[config.mk]
export PLATFORM = sky130hd
export DESIGN_NAME = sgd_x_updated_ctrl
export DESIGN_NICKNAME = d
export VERILOG_FILES = /design/src/rtl/sgd_x_updated_ctrl.sv
export SDC_FILE = /design/constraint.sdc
export NUM_CORES = 1
export LEC_CHECK = 0
export CAP_MARGIN = 20
export CELL_PAD_IN_SITES_DETAIL_PLACEMENT = 0
export CELL_PAD_IN_SITES_GLOBAL_PLACEMENT = 1
export CORE_AREA = 2 2 526 528
export DETAILED_ROUTE_END_ITERATION = 16
export DIE_AREA = 0 0 528 530
export GPL_ROUTABILITY_DRIVEN = 0
export PLACE_DENSITY_LB_ADDON = 0.2
export RECOVER_POWER = 100
export SYNTH_ARGS = -nofsm -noshare
export SYNTH_HDL_FRONTEND = slang
export SYNTH_SLANG_ARGS = --single-unit
[constraint.sdc]
create_clock -name clk -period 7.1 [get_ports clk]
set_input_delay 1.42 -clock clk [delete_from_list [all_inputs] [get_ports clk]]
set_output_delay 1.42 -clock clk [all_outputs]
set_load 0.05 [all_outputs]
[src/rtl/sgd_x_updated_ctrl.sv]
// Sequencer for the x_updated model BRAM: clears the rows, passes the SGD update
// pipeline through, waits for trailing writes, then streams the model out.
module sgd_x_updated_ctrl #(
    parameter int LANES         = 8,
    parameter int BANK_BITS     = 3,
    parameter int ADDR_W        = 10,
    parameter int RD_LATENCY    = 2,
    parameter int WR_PIPE_DEPTH = 4,
    parameter int SKID_DEPTH    = 4
) (
    input  logic                  clk,
    input  logic                  rst_n,
    input  logic                  start,
    input  logic [31:0]           dimension,
    input  logic                  epoch_done,
    output logic                  busy,
    output logic                  done,
    output logic                  err,
    input  logic [ADDR_W-1:0]     upd_rd_addr,
    output logic [LANES*32-1:0]   upd_rd_data,
    input  logic                  upd_wr_en,
    input  logic [ADDR_W-1:0]     upd_wr_addr,
    input  logic [LANES*32-1:0]   upd_wr_data,
    output logic [ADDR_W-1:0]     mem_rd_addr,
    input  logic [LANES*32-1:0]   mem_rd_data,
    output logic                  mem_wr_en,
    output logic [ADDR_W-1:0]     mem_wr_addr,
    output logic [LANES*32-1:0]   mem_wr_data,
    output logic                  dump_valid,
    input  logic                  dump_ready,
    output logic [LANES*32-1:0]   dump_data,
    output logic                  dump_last
);

    localparam int DW    = LANES * 32;
    localparam int PTR_W = (SKID_DEPTH > 1) ? $clog2(SKID_DEPTH) : 1;
    localparam int CNT_W = $clog2(SKID_DEPTH + 1);

    localparam logic [2:0] ST_IDLE   = 3'd0;
    localparam logic [2:0] ST_CLEAR  = 3'd1;
    localparam logic [2:0] ST_UPDATE = 3'd2;
    localparam logic [2:0] ST_DRAIN  = 3'd3;
    localparam logic [2:0] ST_DUMP   = 3'd4;

    function automatic logic [31:0] count_ones(input logic [RD_LATENCY-1:0] v);
        logic [31:0] n;
        n = 32'd0;
        for (int i = 0; i < RD_LATENCY; i++) begin
            n = n + {31'd0, v[i]};
        end
        return n;
    endfunction

    function automatic logic [PTR_W-1:0] ptr_next(input logic [PTR_W-1:0] p);
        logic [PTR_W-1:0] n;
        if (p == PTR_W'(SKID_DEPTH - 1)) begin
            n = {PTR_W{1'b0}};
        end else begin
            n = p + PTR_W'(1);
        end
        return n;
    endfunction

    logic [2:0]          state_r;
    logic [31:0]         rows_r;
    logic [31:0]         row_cnt_r;
    logic [31:0]         quiet_r;
    logic                armed_r;
    logic                busy_r;
    logic                done_r;
    logic                err_r;
    logic                mem_wr_en_r;
    logic [ADDR_W-1:0]   mem_wr_addr_r;
    logic [DW-1:0]       mem_wr_data_r;
    logic [RD_LATENCY-1:0] rd_vld_r;
    logic [RD_LATENCY-1:0] rd_last_r;
    logic [PTR_W-1:0]    fifo_wr_ptr_r;
    logic [PTR_W-1:0]    fifo_rd_ptr_r;
    logic [CNT_W-1:0]    fifo_count_r;
    logic [DW-1:0]       fifo_data_r [SKID_DEPTH];
    logic                fifo_last_r [SKID_DEPTH];

    logic [31:0]         rows_s;
    logic [31:0]         in_flight_s;
    logic [31:0]         occupancy_s;
    logic                issue_s;
    logic                push_s;
    logic                pop_s;
    logic                last_pop_s;
    logic                wr_bad_s;
    logic                passthru_s;

    assign rows_s = {{BANK_BITS{1'b0}}, dimension[31:BANK_BITS]}
                  + {31'd0, (dimension[BANK_BITS-1:0] != {BANK_BITS{1'b0}})};

    // Read credits: a read may only be issued if its data is guaranteed a FIFO slot.
    assign in_flight_s = count_ones(rd_vld_r);
    assign occupancy_s = 32'(fifo_count_r) + in_flight_s;
    assign issue_s     = (state_r == ST_DUMP) && (row_cnt_r < rows_r)
                       && (occupancy_s < 32'(SKID_DEPTH));
    assign push_s      = rd_vld_r[RD_LATENCY-1];
    assign pop_s       = dump_valid && dump_ready;
    assign last_pop_s  = pop_s && fifo_last_r[fifo_rd_ptr_r];
    assign passthru_s  = (state_r == ST_UPDATE) || (state_r == ST_DRAIN);
    assign wr_bad_s    = upd_wr_en && !passthru_s;

    assign upd_rd_data = mem_rd_data;
    assign busy        = busy_r;
    assign done        = done_r;
    assign err         = err_r;
    assign mem_wr_en   = mem_wr_en_r;
    assign mem_wr_addr = mem_wr_addr_r;
    assign mem_wr_data = mem_wr_data_r;
    assign dump_valid  = (fifo_count_r != {CNT_W{1'b0}});
    assign dump_data   = dump_valid ? fifo_data_r[fifo_rd_ptr_r] : {DW{1'b0}};
    assign dump_last   = dump_valid && fifo_last_r[fifo_rd_ptr_r];

    // BRAM read address owner per phase.
    always_comb begin
        mem_rd_addr = {ADDR_W{1'b0}};
        case (state_r)
            ST_UPDATE, ST_DRAIN: mem_rd_addr = upd_rd_addr;
            ST_DUMP:             mem_rd_addr = row_cnt_r[ADDR_W-1:0];
            default:             mem_rd_addr = {ADDR_W{1'b0}};
        endcase
    end

    // Phase sequencing, clear/update write port and status flags.
    always_ff @(posedge clk or negedge rst_n) begin
        if (!rst_n) begin
            state_r       <= ST_IDLE;
            rows_r        <= 32'd0;
            row_cnt_r     <= 32'd0;
            quiet_r       <= 32'd0;
            armed_r       <= 1'b0;
            busy_r        <= 1'b0;
            done_r        <= 1'b0;
            err_r         <= 1'b0;
            mem_wr_en_r   <= 1'b0;
            mem_wr_addr_r <= {ADDR_W{1'b0}};
            mem_wr_data_r <= {DW{1'b0}};
        end else begin
            armed_r       <= 1'b1;
            done_r        <= 1'b0;
            mem_wr_en_r   <= 1'b0;
            mem_wr_addr_r <= {ADDR_W{1'b0}};
            mem_wr_data_r <= {DW{1'b0}};
            if (wr_bad_s) begin
                err_r <= 1'b1;
            end
            if (passthru_s) begin
                mem_wr_en_r   <= upd_wr_en;
                mem_wr_addr_r <= upd_wr_en ? upd_wr_addr : {ADDR_W{1'b0}};
                mem_wr_data_r <= upd_wr_en ? upd_wr_data : {DW{1'b0}};
            end
            case (state_r)
                ST_IDLE: begin
                    // armed_r blocks a start that coincides with reset release
                    if (start && armed_r) begin
                        rows_r    <= rows_s;
                        row_cnt_r <= 32'd0;
                        busy_r    <= 1'b1;
                        state_r   <= ST_CLEAR;
                    end else begin
                        busy_r    <= 1'b0;
                    end
                end
                ST_CLEAR: begin
                    if (row_cnt_r < rows_r) begin
                        mem_wr_en_r   <= 1'b1;
                        mem_wr_addr_r <= row_cnt_r[ADDR_W-1:0];
                        row_cnt_r     <= row_cnt_r + 32'd1;
                        if (row_cnt_r == rows_r - 32'd1) begin
                            state_r <= ST_UPDATE;
                        end
                    end else begin
                        state_r <= ST_UPDATE;
                    end
                end
                ST_UPDATE: begin
                    if (epoch_done) begin
                        quiet_r <= 32'd0;
                        state_r <= ST_DRAIN;
                    end
                end
                ST_DRAIN: begin
                    if (upd_wr_en) begin
                        quiet_r <= 32'd0;
                    end else if (quiet_r == 32'(WR_PIPE_DEPTH + 1)) begin
                        row_cnt_r <= 32'd0;
                        state_r   <= ST_DUMP;
                    end else begin
                        quiet_r <= quiet_r + 32'd1;
                    end
                end
                ST_DUMP: begin
                    if ((rows_r == 32'd0) || last_pop_s) begin
                        done_r  <= 1'b1;
                        busy_r  <= 1'b0;
                        state_r <= ST_IDLE;
                    end else if (issue_s) begin
                        row_cnt_r <= row_cnt_r + 32'd1;
                    end
                end
                default: begin
                    busy_r  <= 1'b0;
                    state_r <= ST_IDLE;
                end
            endcase
        end
    end

    // Dump read-return tracking and skid FIFO pointers.
    always_ff @(posedge clk or negedge rst_n) begin
        if (!rst_n) begin
            rd_vld_r      <= {RD_LATENCY{1'b0}};
            rd_last_r     <= {RD_LATENCY{1'b0}};
            fifo_wr_ptr_r <= {PTR_W{1'b0}};
            fifo_rd_ptr_r <= {PTR_W{1'b0}};
            fifo_count_r  <= {CNT_W{1'b0}};
        end else begin
            rd_vld_r[0]  <= issue_s;
            rd_last_r[0] <= issue_s && (row_cnt_r == rows_r - 32'd1);
            for (int i = 1; i < RD_LATENCY; i++) begin
                rd_vld_r[i]  <= rd_vld_r[i-1];
                rd_last_r[i] <= rd_last_r[i-1];
            end
            if (push_s) begin
                fifo_wr_ptr_r <= ptr_next(fifo_wr_ptr_r);
            end
            if (pop_s) begin
                fifo_rd_ptr_r <= ptr_next(fifo_rd_ptr_r);
            end
            case ({push_s, pop_s})
                2'b10:   fifo_count_r <= fifo_count_r + CNT_W'(1);
                2'b01:   fifo_count_r <= fifo_count_r - CNT_W'(1);
                default: fifo_count_r <= fifo_count_r;
            endcase
        end
    end

    // Skid FIFO storage; contents are only observed while the entry is valid.
    always_ff @(posedge clk) begin
        if (push_s) begin
            fifo_data_r[fifo_wr_ptr_r] <= mem_rd_data;
            fifo_last_r[fifo_wr_ptr_r] <= rd_last_r[RD_LATENCY-1];
        end
    end

endmodule

==> results of run 1 <==
cells in the mapped netlist, types with 6 or more instances:
master / instances / area share
o31ai_1: 34 / 0.0044
a22o_1: 21 / 0.0032
buf_1: 30 / 0.0020
o21ai_0: 52 / 0.0045
and2_1: 266 / 0.029
clkbuf_1: 155 / 0.010
xor2_1: 40 / 0.0061
or3_1: 12 / 0.0013
buf_2: 6 / 0.00052
buf_4: 257 / 0.034
dfrtp_1: 379 / 0.17
mux4_2: 257 / 0.10
a31oi_1: 12 / 0.0013
o211ai_1: 7 / 0.00092
and3_1: 271 / 0.030
nor3_1: 24 / 0.0021
nand4_1: 29 / 0.0032
a21oi_1: 72 / 0.0063
and4_1: 9 / 0.0014
xnor2_1: 36 / 0.0055
inv_1: 51 / 0.0033
nor4_1: 20 / 0.0022
a21o_1: 7 / 0.00092
nand2b_1: 8 / 0.00087
nor2_1: 80 / 0.0052
nand2_1: 76 / 0.0050
or4_1: 33 / 0.0043
nand3_1: 55 / 0.0048
edfxtp_1: 1028 / 0.54
ha_1: 44 / 0.0096
worst max-delay path: cells and delay by family, from the launching register on:
kind	cells	cell delay, ps
AND/OR/NAND/NOR	1	1440
buffers and inverters	2	1120
AO/OA/AOI/OAI	1	590
flip-flops	1	540
cell usage in the layout (no fill, tap or decap), types with 33 or more instances in the layout:
cell | Yosys | routed
clkdlybuf4s50_1 | 0 | 314
nand2_1 | 76 | 76
a21oi_1 | 72 | 72
and3_1 | 271 | 271
xor2_1 | 40 | 40
clkbuf_16 | 0 | 173
xnor2_1 | 36 | 36
or4_1 | 33 | 33
o21ai_0 | 52 | 53
clkbuf_1 | 155 | 49
dfrtp_1 | 379 | 377
dlygate4sd3_1 | 0 | 1047
nor2_1 | 80 | 80
diode_2 | 0 | 57
mux4_2 | 257 | 257
inv_1 | 51 | 51
ha_1 | 44 | 44
o31ai_1 | 34 | 34
and2_1 | 266 | 262
nand3_1 | 55 | 55
edfxtp_1 | 1028 | 1028
per-layer routing:
metal / global-route usage / part of all wire / vias up
met5: 0 / 0.00063 / -
met4: 0.0460 / 0.028 / 24
met3: 0.0538 / 0.081 / 347
met2: 0.281 / 0.51 / 1298
met1: 0.181 / 0.38 / 18100
li1: - / - / 15300
layout make-up:
type                            instances  area share
Clock buffer                          225      0.0584
Clock inverter                         72     0.00981
Inverter                               51     0.00243
Multi-Input combinational cell       1543       0.179
Sequential cell                      1407       0.512
Tap cell                             3607      0.0573
Timing Repair Buffer                 1412       0.180
Antenna cell                           57     0.00181
kinds of logic after synthesis:
group | after synthesis
buffers and inverters | 505
XOR/XNOR | 76
multiplexers | 262
other | 1
flip-flops | 1407
AND/OR/NAND/NOR | 917
adder cells (fa/ha/maj) | 45
AO/OA/AOI/OAI | 242
power by group:
part	switching (mW)	leakage (nW)	internal [mW]
Combinational	7.96	11.8	3.83
Clock	3.52	2.60	5.03
Sequential	0.292	14.2	9.06
sequential cells by signal, indices dropped and copies added (netlist names), 2 cells and up:
signal         flops
fifo_count_r       3
fifo_data_r     1024
fifo_last_r        4
fifo_rd_ptr_r      2
fifo_wr_ptr_r      2
mem_wr_addr       10
mem_wr_data      256
quiet_r           32
rd_last_r          2
rd_vld_r           2
row_cnt_r         32
rows_r            30
state_r            3
stage by stage:
step                      setup slack, ps  utilization  hold WS, ps
after floorplan                      6.22            -          331
after global placement               2350        0.267          348
after detailed placement             2410        0.267          340
after CTS                            1600        0.287          323
after global routing                  817        0.287          324
final                                1180        0.287          324
path summary, 6_finish.rpt:
path,from,to
setup / recovery,state_r[1],mem_rd_addr[4]
hold / removal,rd_last_r[0],rd_last_r[1]
setup reg to reg,state_r[1],mem_wr_data[186]
hold reg to reg,rd_last_r[0],rd_last_r[1]
max in group asynchronous,rst_n,mem_wr_data[241]
min in group asynchronous,rst_n,mem_wr_data[65]
==> metrics.md, run 1 <==
| Metric | Value |
|---|---|
| Num ports | 1,364 |
| Register-to-Register Path Depth | 6 |
| Placed insts | 8,020 |
| Violated checks | max-capacitance violations, max-slew violations |
| Compound-cell area share of the yosys netlist | 0.0275 |
| Reg clk slew, reported paths | 60 ps |
| Clock skew | 66.1 ps |
| Critical-path top delay cell | nor2_1 |
| Crit Path Class | flop to output port |
| Fin crit share | 0.834 |
| Crit-path cells | inv_1 > nor2_1 > a22o_1 > dlygate4sd3_1 |
| Synth cell types | 73 |
| Synth warn | 0 |
| Vias in the first global route | 36,400 |
| Synth Net Count | 4,070 |
| ANT nets after route | 0 |
| EDFF count, synth | 1,028 |
| Vias | 35,000 |
| Ys flop type | edfxtp_1 |
| Critical Path Start Type | flop |
| Fin crit period | 5920 ps |
| Pin count of the biggest net entering global routing | 128 |
| Post-route cell area | 78,800 µm² |
| CTS tree | done |
| Cells after Synth | 3,455 |
| VDD IR max | 0.288 mV |
| Area of the multi-input gates | 14,100 µm² |
| CP max stage delay | 1440 ps |
| Max clock buf depth | 4 |
| # clock sinks | 1,407 |
| Largest family of logic cells by synthesized area | multiplexers |
| Initial antenna violation count | 91 |
| Post-DP Area | 73,400 µm² |
| Worst Path Arrival | 4500 ps |
| Share of flip-flops with an asynchronous set or reset | 0.269 |
| Final cell count without fillers | 8,374 |
| Filler instances | 27,600 |
| Clk_lat worst skew | 810 ps |
| Simple-gate portion of the synthesized area | 0.0951 |
| Crit end category | output port |
| H-tree depth | 4 |
| Initial Util | 0.209 |
| Dpl hpwl | 170 mm |
| Highest clock rate | 169 MHz |
| Rel. slew slack | -2.24 |
| Hold path depth | 0 |
| Mux cell area share after synthesis | 0.102 |
| First-pass GRT wire length | 311 mm |
| WL/cell | 27.7 µm |
| Min-Delay Path Class | flop to flop |
| Root Buffer | clkbuf_16 |
| Endpoints failing hold | 0 |
| Core Area | 275,000 µm² |
| Post-Synth Adder-Cell Area | 0.00994 |
| Post-CTS Resized | 0 |
| Cell Area, Synth | 57,400 µm² |
| Area of the die | 280,000 µm² |
| Die X | 528 µm |
| Critical path data required time | 5680 ps |
| IO buf count | 1,363 |
| DRC violations left | 0 |
| RSZ-0062 raised after global routing | false |
| Final wirelength | 232 mm |
| Storage cell area | 40,400 µm² |
| FF+latch count, synth | 1,407 |
| Syn Area/Cell | 16.6 µm² |
| Cell Pwr Density | 376 nW/µm² |
| Cts hold-fix bufs | 0 |
| Max Slew Vio Count | 727 |
| Grt ovf | 0 |
| R2R Setup Slk | 1330 ps |
| Synthesis-to-finish area growth | 37.4% |
| Worst-path maximum fanout | 32 |
| Sequential share of the synthesized area | 0.703 |
| Tot Pwr | 29.7 mW |
| Overall die height | 530 µm |
| Starting DRC count in detailed routing | 2,438 |
| Nets | 5,200 |
| Drt first pass iters | 5 |
| Post-CTS setup buffer count | 0 |
| Final setup viols | 0 |
| Worst-margin pin slew | 4870 ps |
| Post-Synth XOR/XNOR Area | 0.0116 |
| Pleak | 28.6 nW |
| Status | complete, but fails checks |
| Row count | 193 |
| Vias per std cell | 4.18 |
| Share of cells above drive strength 1 | 0.117 |
| Maxcap violations | 17 |
| Setup TNS | 0 ps |
| Num CTS Buffers | 170 |
| GRT Resource Usage Total | 0.159 |
Note: power is estimated with default switching activity, not from simulation.
==> run 2, diff against run 1 <==
==> constraint.sdc (replaced) <==
create_clock -name clk -period 5.16 [get_ports clk]
set_input_delay 1.032 -clock clk [delete_from_list [all_inputs] [get_ports clk]]
set_output_delay 1.032 -clock clk [all_outputs]
set_load 0.05 [all_outputs]
==> run 2 against run 1 <==
  * Register-to-register slack worse by 980 ps
  * Worst hold slack better by 38 ps
  * The flow still finishes with violations (max-capacitance violations, max-slew violations)
  * First-iteration DRC count is 19% lower
  * Sequential cell count stayed put
  * Global-route usage is 0.11 points higher
  * Sequential power is 38% higher
  * Clock power is 36% higher
  * Die area stayed put
  * Final area is 0.21% higher
  * Combinational power is 38% higher
==> metrics.md, run 2 (same netlist as run 1, synthesis figures left out) <==
| Metric | Value |
|---|---|
| Status | complete, but fails checks |
| Violated checks | max-capacitance violations, max-slew violations |
| Critical-path top delay cell | clkbuf_4 |
| Grt ovf | 0 (unchanged) |
| Root Buffer | clkbuf_16 |
| Reg power frac | 0.315 (about the same) |
| GRT Resource Usage Total | 0.160 (+0.00105) |
| Capture point of the worst reg-to-reg path | mem_wr_data[168] |
| Row count | 193 (unchanged) |
| Register-to-Register Path Depth | 5 (-1) |
| Final cell count without fillers | 8,416 (+0.50%) |
| Clock skew | 46.7 ps (-19.4 ps) |
| Most flop-heavy register | fifo_data_r |
| Vias | 35,300 (+0.85%) |
| Core Area | 275,000 µm² (unchanged) |
| Reg clk slew, reported paths | 60 ps (about the same) |
| Critical path data required time | 5850 ps (+170 ps) |
| Vias per std cell | 4.20 (+0.34%) |
| Post-DP Area | 73,900 µm² (+0.65%) |
| Highest clock rate | 208 MHz |
| Max reg flops | 1,024 (unchanged) |
| Post-CTS setup buffer count | 0 (unchanged) |
| First-pass GRT wire length | 316 mm (+1.5%) |
| Area of the die | 280,000 µm² (unchanged) |
| IO buf count | 1,363 (unchanged) |
| Initial Util | 0.209 (unchanged) |
| Pleak | 28.7 nW (+0.36%) |
| CTS tree | done |
| Most common cell after layout, fill and taps aside | dlygate4sd3_1 |
| CP max stage delay | 1450 ps (about the same) |
| RSZ-0062 raised after global routing | false |
| Post-route cell area | 79,000 µm² (+0.21%) |
| Net Sw Power | 16.2 mW (+38%) |
| Worst-margin pin slew | 3310 ps (-1560 ps) |
| Hold Path End | rd_last_r[1] |
| # clock sinks | 1,407 (unchanged) |
| Cell Pwr Density | 516 nW/µm² (+37%) |
| Worst-path maximum fanout | 163 (+410%) |
| Maxcap violations | 15 (-2) |
| Final wirelength | 233 mm (+0.29%) |
| Most frequent cells in the layout | 1,041 x dlygate4sd3_1, 1,028 x edfxtp_1, 377 x dfrtp_1, 312 x clkdlybuf4s50_1, 271 x and3_1 |
| Overall die height | 530 µm (unchanged) |
| Clock Power Share | 0.284 (-0.004) |
| FF-to-FF Start | state_r[1] |
| CP top delay family | buffers and inverters |
| Endpoints failing hold | 0 (unchanged) |
| Bufs and invs on worst path | 3 (+1) |
| Num ports | 1,364 (unchanged) |
| WL/cell | 27.6 µm (-0.21%) |
| Num CTS Buffers | 173 (+1.8%) |
| Share of cells above drive strength 1 | 0.123 (+0.00523) |
| DRC violations left | 0 (unchanged) |
| Clk_lat worst skew | 830 ps (+20 ps) |
| Placed insts | 8,056 (+0.45%) |
| Max clock buf depth | 4 (unchanged) |
| Filler instances | 27,600 (-0.18%) |
| Initial antenna violation count | 110 (+21%) |
| Rel. slew slack | -1.21 (+1.04) |
| Critical Path Start Type | flop |
| Vias in the first global route | 36,800 (+1.0%) |
| Fin crit period | 4810 ps |
| Worst Path Arrival | 5500 ps (+1000 ps) |
| Min-Delay Path Class | flop to flop |
| Worst hold start | rd_last_r[0] |
| R2R Setup Slk | 350 ps (-980 ps) |
| Crit end category | flop |
| Cts hold-fix bufs | 0 (unchanged) |
| Switch share | 0.398 (+0.00179) |
| Die X | 528 µm (unchanged) |
| Dpl hpwl | 171 mm (+0.46%) |
| Crit Path Class | flop to flop |
| P_int | 24.5 mW (+37%) |
| Starting DRC count in detailed routing | 1,974 (-19%) |
| Hold path depth | 0 (unchanged) |
| H-tree depth | 4 (unchanged) |
| VDD IR max | 0.304 mV (+5.2%) |
| Post-CTS Resized | 0 (unchanged) |
| Final setup viols | 0 (unchanged) |
| Comb pwr share | 0.401 (+0.004) |
| Pin count of the biggest net entering global routing | 164 (+28%) |
| Fin crit share | 0.932 |
| Max Slew Vio Count | 1,058 (+46%) |
| Nets | 5,240 (+0.77%) |
| Crit-path cells | inv_1 > nor2_4 > clkbuf_2 > clkbuf_4 > and3_1 |
| Setup TNS | 0 ps (unchanged) |
| Drt first pass iters | 5 (unchanged) |
| Synthesis-to-finish area growth | 37.7% |
| ANT nets after route | 0 (unchanged) |
==> run 2: cell types whose count changed in the layout (fill, tap and decap cells not counted), sizes merged <==
| cell | delta |
|---|---|
| clkinv | +17 |
| clkdlybuf4s25 | -1 |
| clkbuf | +32 |
| clkdlybuf4s50 | -2 |
| diode | -10 |
| dlygate4sd3 | -6 |
| buf | +17 |
| clkinvlp | +2 |
| bufinv | -7 |
==> run 2: routing by layer <==
layer / routed length (µm) / part of all wire / vias to the layer above / global-route usage
met5: 149 / 0.00064 / - / 0
met2: 117000 / 0.50 / 1344 / 0.280
met1: 89100 / 0.38 / 18200 / 0.186
met3: 19000 / 0.082 / 375 / 0.0541
met4: 7060 / 0.030 / 22 / 0.0446
li1: - / - / 15400 / -
==> run 2: cell type report <==
type	count	area [µm²]	area share
clock buffers	228	4660	0.0590
well taps	3607	4510	0.0571
diodes	47	118	0.00149
repair buffers	1449	14400	0.182
inverters	51	191	0.00242
multi-input cells	1543	14100	0.179
clock inverters	84	643	0.00814
flip-flops and latches	1407	40400	0.511
==> run 2: power groups by stage <==
stage	Sequential [mW]	Combinational, mW	Clock [mW]
5_1_grt	12.9	17.3	12.5
3_5_place_dp	13.1	17.3	0
2_1_floorplan	13.6	9.99	0
6_report	12.9	16.3	11.6
4_1_cts	12.9	17.4	12.1
3_3_place_gp	13.1	17.4	0
==> run 2: how the worst max path moves through the flow <==
stage	start	endpoint	slack (ps)	depth (start not counted)
global route	state_r[1]	mem_wr_data[168]	140	5
CTS	fifo_rd_ptr_r[0]	dump_last	280	4
detailed placement	fifo_rd_ptr_r[0]	dump_last	1220	4
global placement	fifo_rd_ptr_r[0]	dump_data[71]	1230	5
floorplan	fifo_wr_ptr_r[0]	fifo_data_r[2][0]	950	3
finish	state_r[1]	mem_wr_data[168]	350	5
==> run 2: metrics by stage <==
step | util | worst slack (ps) | power (mW) | hold slack (ps)
after global routing | 0.287 | 142 | 42.6 | 382
final | 0.287 | 349 | 40.8 | 362
after global placement | 0.269 | 1230 | 30.5 | 341
after CTS | 0.288 | 283 | 42.4 | 163
after floorplan | - | 954 | 23.6 | 331
after detailed placement | 0.269 | 1220 | 30.5 | 347
==> run 3, diff against run 2 <==
--- a/config.mk
+++ b/config.mk
@@ -14,6 +14,7 @@
 export GPL_ROUTABILITY_DRIVEN = 0
 export PLACE_DENSITY_LB_ADDON = 0.2
 export RECOVER_POWER = 100
+export SETUP_SLACK_MARGIN = 0.05
 export SYNTH_ARGS = -nofsm -noshare
 export SYNTH_HDL_FRONTEND = slang
 export SYNTH_SLANG_ARGS = --single-unit
==> results of run 3 <==
Final layout, timing and power as in run 2 (identical DEF).
